File: config.mk
export PLATFORM = sky130hd
export DESIGN_NAME = mhp_tx_framer_flat
export DESIGN_NICKNAME = d
export VERILOG_FILES = /design/src/rtl/mhp_pkg.sv /design/src/rtl/mhp_tx_framer_if.sv /design/src/rtl/mhp_csum.sv /design/src/rtl/mhp_tx_framer.sv /design/src/flat_wrapper.sv
export SDC_FILE = /design/constraint.sdc
export NUM_CORES = 1
export LEC_CHECK = 0
export ABC_AREA = 1
export BUFFER_PORTS_ARGS = -buffer_cell sky130_fd_sc_hd__buf_4
export CAP_MARGIN = 15
export CORE_ASPECT_RATIO = 0.5
export CORE_UTILIZATION = 52
export CTS_CLUSTER_DIAMETER = 30
export DETAILED_ROUTE_END_ITERATION = 6
export PLACE_DENSITY_LB_ADDON = 0.2
export REMOVE_ABC_BUFFERS = 1
export SETUP_SLACK_MARGIN = 0.2
export SLEW_MARGIN = 15
export SYNTH_ARGS = -nofsm -noshare
export SYNTH_HDL_FRONTEND = slang
export SYNTH_SLANG_ARGS = --single-unit
File: constraint.sdc
create_clock -name i_clk -period 1.8 [get_ports i_clk]
set_clock_uncertainty 0.1 [all_clocks]
set_input_delay 0.36 -clock i_clk [delete_from_list [all_inputs] [get_ports i_clk]]
set_output_delay 0.36 -clock i_clk [all_outputs]
set_load 0.05 [all_outputs]
File: src/rtl/mhp_pkg.sv
// Shared MHP definitions: header length, framer state encoding and byte-lane helpers.
// Used by both the transmit framer and the receive side.
package mhp_pkg;

  localparam int unsigned HDR_LEN          = 7;
  localparam logic [15:0] MAX_SIZE_DEFAULT = 16'd1024;

  typedef enum logic [2:0] {
    StIdle,
    StHdr,
    StPayload,
    StPad,
    StCsumHi,
    StCsumLo
  } mhp_state_e;

  function automatic logic [7:0] byte_sel(input logic [15:0] word, input logic hi);
    return hi ? word[15:8] : word[7:0];
  endfunction

endpackage

File: src/rtl/mhp_tx_framer_if.sv
// Byte-stream bundle for the framer: payload input stream and Ethernet TX output stream.
interface mhp_tx_framer_if;
  logic [7:0] i_pdata;
  logic       i_pvalid;
  logic       o_pready;
  logic [7:0] o_wdata;
  logic       o_wvalid;
  logic       i_wready;

  modport master (
    output i_pdata, i_pvalid, i_wready,
    input  o_pready, o_wdata, o_wvalid
  );

  modport slave (
    input  i_pdata, i_pvalid, i_wready,
    output o_pready, o_wdata, o_wvalid
  );
endinterface

File: src/rtl/mhp_csum.sv
// Two-lane XOR checksum: even-index bytes fold into the high lane, odd-index into the low lane.
module mhp_csum (
  input  logic        i_clk,
  input  logic        i_rst,
  input  logic        i_clr,
  input  logic        i_en,
  input  logic [7:0]  i_byte,
  input  logic        i_odd,
  output logic [15:0] o_csum
);

  logic [7:0] hi_q, lo_q;
  logic [7:0] hi_base, lo_base;

  // Clear and accumulate may coincide so the first byte of a frame is not lost.
  always_comb begin
    hi_base = i_clr ? 8'h00 : hi_q;
    lo_base = i_clr ? 8'h00 : lo_q;
  end

  always_ff @(posedge i_clk or negedge i_rst) begin
    if (!i_rst) begin
      hi_q <= 8'h00;
      lo_q <= 8'h00;
    end else if (i_en) begin
      hi_q <= i_odd ? hi_base : (hi_base ^ i_byte);
      lo_q <= i_odd ? (lo_base ^ i_byte) : lo_base;
    end else if (i_clr) begin
      hi_q <= 8'h00;
      lo_q <= 8'h00;
    end
  end

  assign o_csum = {hi_q, lo_q};

endmodule

File: src/rtl/mhp_tx_framer.sv
// MHP transmit framer: header, payload, optional pad and XOR checksum onto a byte stream.
module mhp_tx_framer
  import mhp_pkg::*;
#(
  parameter logic [15:0] MAX_SIZE = MAX_SIZE_DEFAULT
) (
  input  logic                   i_clk,
  input  logic                   i_rst,
  input  logic                   i_start,
  input  logic [15:0]            i_dst,
  input  logic [15:0]            i_src,
  input  logic [15:0]            i_size,
  input  logic [7:0]             i_dtype,
  mhp_tx_framer_if.slave         bus,
  output logic                   o_busy,
  output logic                   o_done,
  output logic                   o_err,
  output logic [15:0]            o_csum
);

  mhp_state_e  state_q;
  logic [15:0] dst_q, src_q, size_q, cnt_q, csum_q;
  logic [7:0]  dtype_q, wdata_q;
  logic [2:0]  hdr_idx_q;
  logic        wvalid_q, odd_q, last_q, busy_q, done_q, err_q;

  logic        ld, start_ok;
  logic        acc_clr, acc_en, acc_odd;
  logic [7:0]  acc_byte, hdr_byte;
  logic [15:0] csum;

  assign ld       = !wvalid_q || bus.i_wready;
  assign start_ok = (state_q == StIdle) && i_start && (i_size <= MAX_SIZE);

  always_comb begin
    unique case (hdr_idx_q)
      3'd1:    hdr_byte = byte_sel(dst_q, 1'b0);
      3'd2:    hdr_byte = byte_sel(src_q, 1'b1);
      3'd3:    hdr_byte = byte_sel(src_q, 1'b0);
      3'd4:    hdr_byte = byte_sel(size_q, 1'b1);
      3'd5:    hdr_byte = byte_sel(size_q, 1'b0);
      3'd6:    hdr_byte = dtype_q;
      default: hdr_byte = byte_sel(dst_q, 1'b1);
    endcase
  end

  // Selects the body byte loaded into the output register this cycle, if any.
  always_comb begin
    acc_clr  = 1'b0;
    acc_en   = 1'b0;
    acc_odd  = odd_q;
    acc_byte = 8'h00;
    unique case (state_q)
      StIdle: begin
        acc_clr  = start_ok;
        acc_en   = start_ok;
        acc_odd  = 1'b0;
        acc_byte = byte_sel(i_dst, 1'b1);
      end
      StHdr: begin
        acc_en   = ld;
        acc_byte = hdr_byte;
      end
      StPayload: begin
        acc_en   = ld && bus.i_pvalid;
        acc_byte = bus.i_pdata;
      end
      StPad:   acc_en = ld;
      default: acc_en = 1'b0;
    endcase
  end

  mhp_csum u_csum (
    .i_clk  (i_clk),
    .i_rst  (i_rst),
    .i_clr  (acc_clr),
    .i_en   (acc_en),
    .i_byte (acc_byte),
    .i_odd  (acc_odd),
    .o_csum (csum)
  );

  always_ff @(posedge i_clk or negedge i_rst) begin
    if (!i_rst) begin
      state_q   <= StIdle;
      dst_q     <= '0;
      src_q     <= '0;
      size_q    <= '0;
      dtype_q   <= '0;
      cnt_q     <= '0;
      hdr_idx_q <= '0;
      wdata_q   <= '0;
      wvalid_q  <= 1'b0;
      odd_q     <= 1'b0;
      last_q    <= 1'b0;
      busy_q    <= 1'b0;
      done_q    <= 1'b0;
      err_q     <= 1'b0;
      csum_q    <= '0;
    end else begin
      done_q <= 1'b0;
      err_q  <= 1'b0;
      if (acc_en) begin
        wdata_q  <= acc_byte;
        wvalid_q <= 1'b1;
        odd_q    <= (state_q == StIdle) ? 1'b1 : !odd_q;
      end else if (ld) begin
        wvalid_q <= 1'b0;
      end
      unique case (state_q)
        StIdle: begin
          if (i_start && !start_ok) begin
            err_q <= 1'b1;
          end else if (start_ok) begin
            dst_q     <= i_dst;
            src_q     <= i_src;
            size_q    <= i_size;
            dtype_q   <= i_dtype;
            cnt_q     <= '0;
            hdr_idx_q <= 3'd1;
            busy_q    <= 1'b1;
            state_q   <= StHdr;
          end
        end
        StHdr: begin
          if (ld) begin
            hdr_idx_q <= hdr_idx_q + 3'd1;
            if (hdr_idx_q == 3'(HDR_LEN - 1)) begin
              state_q <= (size_q == 16'd0) ? StPad : StPayload;
            end
          end
        end
        StPayload: begin
          if (ld && bus.i_pvalid) begin
            cnt_q <= cnt_q + 16'd1;
            if (cnt_q + 16'd1 == size_q) begin
              // Odd payload already makes the body even-length.
              state_q <= size_q[0] ? StCsumHi : StPad;
            end
          end
        end
        StPad: begin
          if (ld) state_q <= StCsumHi;
        end
        StCsumHi: begin
          if (ld) begin
            wdata_q  <= csum[15:8];
            wvalid_q <= 1'b1;
            last_q   <= 1'b0;
            state_q  <= StCsumLo;
          end
        end
        StCsumLo: begin
          if (!last_q) begin
            if (ld) begin
              wdata_q  <= csum[7:0];
              wvalid_q <= 1'b1;
              last_q   <= 1'b1;
            end
          end else if (bus.i_wready) begin
            wvalid_q <= 1'b0;
            last_q   <= 1'b0;
            done_q   <= 1'b1;
            busy_q   <= 1'b0;
            csum_q   <= csum;
            state_q  <= StIdle;
          end
        end
        default: state_q <= StIdle;
      endcase
    end
  end

  assign bus.o_pready = (state_q == StPayload) && ld;
  assign bus.o_wdata  = wdata_q;
  assign bus.o_wvalid = wvalid_q;
  assign o_busy       = busy_q;
  assign o_done       = done_q;
  assign o_err        = err_q;
  assign o_csum       = csum_q;

endmodule

File: src/flat_wrapper.sv
// flat-port wrapper written by rule: the top's interface ports become plain ports
module mhp_tx_framer_flat import mhp_pkg::*;
#(
  parameter logic [15:0] MAX_SIZE = MAX_SIZE_DEFAULT
)
  (i_clk, i_rst, i_start, i_dst, i_src, i_size, i_dtype, o_busy, o_done, o_err, o_csum, bus_i_pdata, bus_i_pvalid, bus_i_wready, bus_o_pready, bus_o_wdata, bus_o_wvalid);
  mhp_tx_framer_if bus_i ();
  input  logic i_clk;
  input  logic i_rst;
  input  logic i_start;
  input  logic [15:0] i_dst;
  input  logic [15:0] i_src;
  input  logic [15:0] i_size;
  input  logic [7:0] i_dtype;
  output logic o_busy;
  output logic o_done;
  output logic o_err;
  output logic [15:0] o_csum;
  input wire logic [$bits(bus_i.i_pdata)-1:0] bus_i_pdata;
  input wire logic [$bits(bus_i.i_pvalid)-1:0] bus_i_pvalid;
  input wire logic [$bits(bus_i.i_wready)-1:0] bus_i_wready;
  output wire logic [$bits(bus_i.o_pready)-1:0] bus_o_pready;
  output wire logic [$bits(bus_i.o_wdata)-1:0] bus_o_wdata;
  output wire logic [$bits(bus_i.o_wvalid)-1:0] bus_o_wvalid;
  assign bus_i.i_pdata = bus_i_pdata;
  assign bus_i.i_pvalid = bus_i_pvalid;
  assign bus_i.i_wready = bus_i_wready;
  assign bus_o_pready = bus_i.o_pready;
  assign bus_o_wdata = bus_i.o_wdata;
  assign bus_o_wvalid = bus_i.o_wvalid;
  mhp_tx_framer #(.MAX_SIZE(MAX_SIZE)) u_core (.i_clk(i_clk), .i_rst(i_rst), .i_start(i_start), .i_dst(i_dst), .i_src(i_src), .i_size(i_size), .i_dtype(i_dtype), .bus(bus_i), .o_busy(o_busy), .o_done(o_done), .o_err(o_err), .o_csum(o_csum));
endmodule
==> flow_metrics.py, run 1 <==
metrics = {
    "synth": {
        "syn-cell-area_mm2": 0.00656,
        "ys.flop_type": "dfrtp_1",
        "async_flop_share_pct": 100,
        "synth_cell_type_count": 38,
        "synth_top_area_cell": "dfrtp_1",
        "synth.area.top_cells": "dfrtp_1 (47%), nand2_1 (16%), inv_1 (5.8%)",
        "synth_common_cells": "nand2_1 (274), dfrtp_1 (124), inv_1 (102), nor2_1 (71), o21ai_0 (69)",
        "synth_seq_cells": 124,
        "synth_edf_count": 0,
        "synth.most_common_cell": "nand2_1",
        "syn_area_per_cell_um2": 7.60,
        "ys_warn_count": 0,
        "syn_inst": 863,
        "synth_top_area_share_pct": 47.3,
        "yosysSeqAreaShare_pct": 47.3,
    },
    "cts": {
        "cts_sinks": 124,
        "cts_root_buf": "clkbuf_16",
        "clockBufferDepth": 2,
        "htree_num_levels": 4,
        "numCtsBuffers": 17,
    },
    "placement": {
        "portBuffers": 97,
        "gp_congestion": 0.952,
        "dp_hpwl_um": 13900,
    },
    "floorplanning": {
        "fp.dieW_um": 161,
        "start_util_pct": 54.4,
        "top_level_ports": 98,
        "rows": 28,
        "die_y_um": 81.4,
    },
    "timing": {
        "grt_worst_setup_endpoint": "u_core.u_csum.lo_q[7]$_DFF_PN0_/D",
        "endpoint_type": "register input",
    },
    "status": {
        "lastStage": "global routing",
        "stop_error": "[ERROR GRT-0232] Routing congestion too high. Check the congestion heatmap in the GUI.",
        "status": "aborted with a tool error",
    },
    "global_routing": {
        "grt_max_degree": 65,
        "grt_overflow": 868,
        "grt_usage_pct": 95.5,
    },
}
## metrics by stage
step	cell area [µm²]	TNS [ns]	cells	setup slack [ns]
after floorplan	6440	-38.29	842	-0.544
after global placement	8340	-19.35	1224	-0.420
after detailed placement	8340	-22.81	1224	-0.480
after CTS	10700	-13.30	1313	-0.252
## cells by family after synthesis
| group | count (synthesis) | synth area share (%) |
|---|---|---|
| AND/OR/NAND/NOR | 435 | 27.6 |
| buffers and inverters | 129 | 7.90 |
| XOR/XNOR | 15 | 2.00 |
| flip-flops | 124 | 47.3 |
| AO/OA/AOI/OAI | 148 | 13.0 |
| multiplexers | 6 | 1.03 |
| adder cells (fa/ha/maj) | 6 | 1.15 |
## metal layers
layer | global-route usage [%] | GRT overflow
met1 | 86.7 | 5
met2 | 126 | 629
met3 | 73.1 | 9
met4 | 115 | 223
met5 | 23.1 | 2
## repair_timing
action,in CTS
hold buffers,1
gates cloned,19
buffers inserted,37
setup endpoints to repair,116
resized for setup,340
endpoints found under the hold margin,13
pin swaps,56
==> inputs of run 2 (changes only) <==
- CORE_ASPECT_RATIO: 0.5 -> unset
- CORE_UTILIZATION: 52 -> 40
- CTS_CLUSTER_DIAMETER: 30 -> unset
- PLACE_DENSITY_LB_ADDON: 0.2 -> 0.15
- SETUP_SLACK_MARGIN: 0.2 -> unset
- clock period: 1.8 -> 2.3 ns (I/O delays scaled with it)
==> run 2 against run 1 <==
Compared with the run above: synthesized area stayed put; the run now ends clean; synthesized cell count unchanged.
==> flow_metrics.py, run 2 <==
metrics = {
    "layout": {
        "nFillCells": 1599,
        "fin_util_pct": 52.4,
        "final_common_cell": "nand2_1",
        "nets": 1065,
        "final_cell_mix": "nand2_1 (271), buf_4 (122), dfrtp_1 (122)",
        "drive_gt1_share_pct": 20.9,
        "diodes": 0,
        "area_growth_pct": 27.4,
        "stdcell_count": 1219,
    },
    "floorplanning": {
        "rows": 46,
        "top_level_ports": 98,
        "fp.dieW_um": 130,
        "start_util_pct": 41.1,
        "core-area_mm2": 0.0159,
        "die_area_mm2": 0.0169,
        "die_y_um": 130,
    },
    "global_routing": {
        "grt_pass1_vias": 5755,
        "grt_overflow": 0,
        "grt_max_degree": 58,
        "grt_pass1_wl_um": 29800,
        "grt_usage_pct": 23.5,
        "antenna_found_initial": 0,
    },
    "synth": {
        "synth.most_common_cell": "nand2_1",
        "syn-cell-area_mm2": 0.00656,
        "syn_inst": 863,
        "synth_edf_count": 0,
        "synth_cell_type_count": 38,
        "synth_seq_cells": 124,
        "yosysSeqAreaShare_pct": 47.3,
        "synth_common_cells": "nand2_1 (274), dfrtp_1 (124), inv_1 (102), nor2_1 (71), o21ai_0 (69)",
        "syn_area_per_cell_um2": 7.60,
        "synth.area.top_cells": "dfrtp_1 (47%), nand2_1 (16%), inv_1 (5.8%)",
        "synth_top_area_cell": "dfrtp_1",
        "synth_top_area_share_pct": 47.3,
        "async_flop_share_pct": 100,
        "ys.flop_type": "dfrtp_1",
        "ys_warn_count": 0,
    },
    "timing": {
        "slew_viol_final": 0,
        "rsz0062_at_grt": "no",
        "hold_viol_final": 0,
        "worst_pin_slew_ns": 0.391,
        "min_period_ns": 2.15,
        "setup_viol_count_final": 0,
        "slew_headroom_pct": 73.7,
        "finalCritPeriodShare_pct": 93.3,
        "setup_tns_ns": 0,
        "fmax_ghz": 0.466,
    },
    "setup_path": {
        "max_stage_delay_ns": 0.41,
        "end_kind": "flop",
        "crit_fanout": 5,
        "worstSetupStartpointType": "flop",
        "cp.required_ns": 2.52,
        "path_cells": "ha_1 > ha_2 > nand2_1 > o21ai_0 > nor3_1 > o21ai_0 > a21oi_1 > inv_1 > nand2_1 > nand2_1 > a21o_1",
        "cp_slowest_cell": "dfrtp_1",
        "r2r_setup_slack_ns": 0.15,
        "critPathMostFrequentCell": "nand2_1",
        "critPathBufInv": 1,
        "crit_type": "reg -> reg",
        "crit_family": "compound AO/OA/AOI/OAI gates",
        "arrival_ns": 2.36,
    },
    "cts": {
        "numCtsBuffers": 17,
        "insertion_delay_ns": 0.42,
        "cts.clk_slew.worst_paths_ns": 0.06,
        "cts_sinks": 124,
        "clockBufferDepth": 2,
        "htree_num_levels": 4,
        "cts_root_buf": "clkbuf_16",
        "cts_tree": "yes",
    },
    "min_path": {
        "hold_class": "in -> reg",
    },
    "placement": {
        "placed_cells": 1185,
        "dp_hpwl_um": 14000,
        "gp_congestion": 0.900,
        "portBuffers": 97,
    },
    "drt": {
        "dr_total_vias": 5994,
        "wl_um": 18300,
        "viasPerCell": 4.92,
        "ant_nets": 0,
        "drtIter0Drc": 544,
        "wl_per_cell_um": 15.0,
        "dr.pass1.iters": 5,
        "drc": 0,
    },
    "power_and_ir_drop": {
        "power.density_mw_per_mm2": 1230,
        "vdd_drop_max_mv": 0.843,
        "leakage_nw": 4.21,
        "p_total_mw": 10.3,
    },
    "status": {
        "status": "finished, final reports clean",
    },
    "run": {
        "maxCapViolations": 0,
    },
}
-- run 2: cell counts after synthesis --
Identical to the previous run, type by type.
-- run 2: where the power goes --
group          internal, mW  switching [mW]  total [mW]
logic                  1.57            2.93        4.49
registers              2.86           0.397        3.26
clock network          1.45            1.08        2.54
-- run 2: logic make-up after synthesis --
group	synth area share, %
XOR/XNOR	2.00
AND/OR/NAND/NOR	27.6
adder cells (fa/ha/maj)	1.15
flip-flops	47.3
AO/OA/AOI/OAI	13.0
buffers and inverters	7.90
multiplexers	1.03
-- run 2: per-layer routing --
layer / wire length [µm] / share of wire (%) / track usage, %
met5: 0 / 0 / 0
met2: 8250 / 45 / 36.3
met1: 8950 / 49 / 33.7
met3: 889 / 4.9 / 5.00
met4: 184 / 1.0 / 5.61
-- run 2: worst reg2reg max path: stages (launching register included) --
cell and delay [ns]:
dfrtp_1 0.41, ha_1 0.22, ha_2 0.21, nand2_1 0.06
o21ai_0 0.10, nor3_1 0.24, o21ai_0 0.12, a21oi_1 0.22
inv_1 0.09, nand2_1 0.07, nand2_1 0.05, a21o_1 0.15
-- run 2: timing repair --
action / CTS / global route
resized for setup: 0 / 14
endpoints found under the hold margin: 19 / 0
hold buffers: 1 / 0
buffers inserted: 1 / 0
setup endpoints to repair: 2 / 18
-- run 2: worst paths after layout --
path	from	end	cells after the start
setup / recovery	u_core.hdr_idx_q[0]	u_core.bus.o_wdata[2]	11
hold / removal	i_dtype[3]	u_core.dtype_q[3]	3
setup reg to reg	u_core.hdr_idx_q[0]	u_core.bus.o_wdata[2]	11
hold reg to reg	u_core.dtype_q[7]	u_core.dtype_q[7]	2
max in group asynchronous	i_rst	u_core.cnt_q[4]	3
min in group asynchronous	i_rst	u_core.cnt_q[11]	2
-- run 2: cell type report --
class	count	area [µm²]	share of cell area, %
clock buffers	19	453	5.42
inverters	108	408	4.88
repair buffers	129	1050	12.5
multi-input cells	610	2960	35.5
clock inverters	13	106	1.27
well taps	216	270	3.24
flip-flops and latches	124	3110	37.2
-- run 2: through the flow --
| step | hold slack, ns | setup slack, ns | cell area [µm²] |
|---|---|---|---|
| final | 0.128 | 0.154 | 8350 |
| after global routing | 0.129 | 0.00493 | 8350 |
| after CTS | 0.116 | 0.00555 | 8320 |
| after detailed placement | 0.283 | -0.0206 | 7740 |
| after global placement | 0.283 | -0.0253 | 7740 |
| after floorplan | 0.0644 | -0.0436 | 6440 |
Note: power is estimated with default switching activity, not from simulation.
==> inputs of run 3 (changes only) <==
- CAP_MARGIN: 15 -> unset
- SETUP_SLACK_MARGIN: unset -> 0.2
==> run 3 against run 2 <==
Compared with the run above: routed wire length increased by 2.8%; critical path depth is the same; non-clock buffer count is 12 higher; critical endpoint is now u_core.state_q[0]; power rose by 3.4%; core utilization rose by 2.0 points; sequential cell count unchanged; highest routed layer unchanged; register-to-register slack improved by 0.09 ns; cell area increased by 3.8%; worst hold slack hardly changed; first-iteration DRC count rose by 5.5%; cell count rose by 0.98%.
==> flow_metrics.py, run 3 (same netlist as run 2, synthesis figures left out) <==
metrics = {
    "setup_path": {
        "end_kind": "flop",
        "critPathLaunch": "u_core.cnt_q[1]",
        "worstSetupStartpointType": "flop",
        "cp.required_ns": 2.51,
        "crit_type": "reg -> reg",
        "r2r_start": "u_core.cnt_q[1]",
        "arrival_ns": 2.27,
        "critPathBufInv": 1,
        "max_stage_delay_ns": 0.38,
        "crit_fanout": 4,
        "r2r_setup_slack_ns": 0.25,
        "cp_slowest_cell": "dfrtp_1",
        "crit_family": "simple AND/OR/NAND/NOR gates",
        "path_cells": "ha_2 > buf_4 > xnor2_1 > xor2_1 > nand4_1 > nor2_1 > nand3_2 > nand2_2 > nand2_2 > nand2_1 > nand2_1",
    },
    "power_and_ir_drop": {
        "leakage_nw": 4.35,
        "power.density_mw_per_mm2": 1230,
        "vdd_drop_max_mv": 0.843,
        "p_total_mw": 10.6,
    },
    "status": {
        "status": "finished, final reports clean",
    },
    "layout": {
        "fin_area_mm2": 0.00867,
        "nFillCells": 1572,
        "drive_gt1_share_pct": 26.4,
        "nets": 1077,
        "final_cell_mix": "nand2_1 (262), buf_4 (131), dfrtp_1 (119)",
        "area_growth_pct": 32.3,
        "final_common_cell": "nand2_1",
        "diodes": 0,
    },
    "cts": {
        "htree_num_levels": 4,
        "insertion_delay_ns": 0.42,
        "cts_sinks": 124,
        "numCtsBuffers": 17,
        "cts_tree": "yes",
        "clockBufferDepth": 2,
        "cts.clk_slew.worst_paths_ns": 0.06,
        "cts_root_buf": "clkbuf_16",
    },
    "run": {
        "maxCapViolations": 0,
    },
    "timing": {
        "worst_pin_slew_ns": 0.386,
        "min_period_ns": 2.05,
        "fmax_ghz": 0.487,
        "worst_slack_ns": 0.246,
        "slew_headroom_pct": 74.0,
        "slew_viol_final": 0,
        "setup_viol_count_final": 0,
        "hold_viol_final": 0,
        "setup_tns_ns": 0,
        "rsz0062_at_grt": "yes",
        "finalCritPeriodShare_pct": 89.3,
        "hold_slack_ns": 0.128,
    },
    "min_path": {
        "hold_class": "in -> reg",
        "min-delay-start": "i_dtype[3]",
    },
    "placement": {
        "gp_congestion": 0.900,
        "portBuffers": 97,
        "dp_slack_ns": -0.0206,
        "dp_hpwl_um": 14000,
        "placed_cell_area_mm2": 0.00774,
    },
    "drt": {
        "dr.pass1.iters": 5,
        "viasPerCell": 4.96,
        "drc": 0,
        "wl_um": 18800,
        "drtIter0Drc": 574,
        "dr_total_vias": 6107,
        "wl_per_cell_um": 15.3,
        "ant_nets": 0,
    },
    "floorplanning": {
        "top_level_ports": 98,
        "core-area_mm2": 0.0159,
        "rows": 46,
        "fp.dieW_um": 130,
        "die_y_um": 130,
        "die_area_mm2": 0.0169,
        "start_util_pct": 41.1,
    },
    "global_routing": {
        "grt_pass1_wl_um": 29900,
        "grt_max_degree": 58,
        "grt_usage_pct": 23.5,
        "grt_overflow": 0,
        "antenna_found_initial": 0,
        "grt_pass1_vias": 5756,
    },
}
-- run 3: cell count changes in the layout (fill, tap and decap cells not counted), moves of 7 or more --
cell,delta
nor2_1,-12
buf_4,+9
nor2_2,+9
nand3_2,+7
nand3_1,-7
nand2_1,-9
nand2_4,+7
-- run 3: worst paths after layout --
kind,cells after the start,to
setup / recovery,11,u_core.state_q[0]
hold / removal,3,u_core.dtype_q[3]
setup reg to reg,11,u_core.state_q[0]
hold reg to reg,2,u_core.dst_q[4]
max in group asynchronous,3,u_core.state_q[2]
min in group asynchronous,2,u_core.cnt_q[11]
-- run 3: worst min-delay path, cell delays in order --
cell and delay [ns]:
buf_4 0.07, nand2_1 0.04, nand2_1 0.04
-- run 3: through the flow --
stage               instances  util (%)
finish                   1231      54.4
global route             1231      54.4
CTS                      1219      52.5
detailed placement       1185      48.6
global placement         1185      48.6
floorplan                 842         -
-- run 3: timing repair --
| action | 4_1_cts | 5_1_grt |
|---|---|---|
| endpoints found under the hold margin | 19 | 0 |
| pin swaps | 5 | 24 |
| hold buffers | 1 | 0 |
| buffers inserted | 1 | 11 |
| endpoints found under the setup margin | 28 | 68 |
| resized for setup | 14 | 67 |
| gates cloned | 0 | 1 |
-- run 3: where the power goes --
part	switching [mW]	internal, mW
registers	0.411	2.86
clock network	1.09	1.45
logic	3.08	1.75
total	4.58	6.06
-- run 3: layout make-up --
type                       count  area (µm²)  area share, %
clock buffer                  19         453           5.22
multi-input combinational    610        3150           36.4
inverter                     108         410           4.73
timing repair buffer         141        1170           13.5
tap                          216         270           3.12
sequential                   124        3110           35.9
clock inverter                13         106           1.23
-- run 3: per-layer routing --
metal	GRT usage, %	routed length [µm]
met5	0	0
met4	5.61	176
met2	36.4	8610
met1	33.8	9060
met3	5.00	947
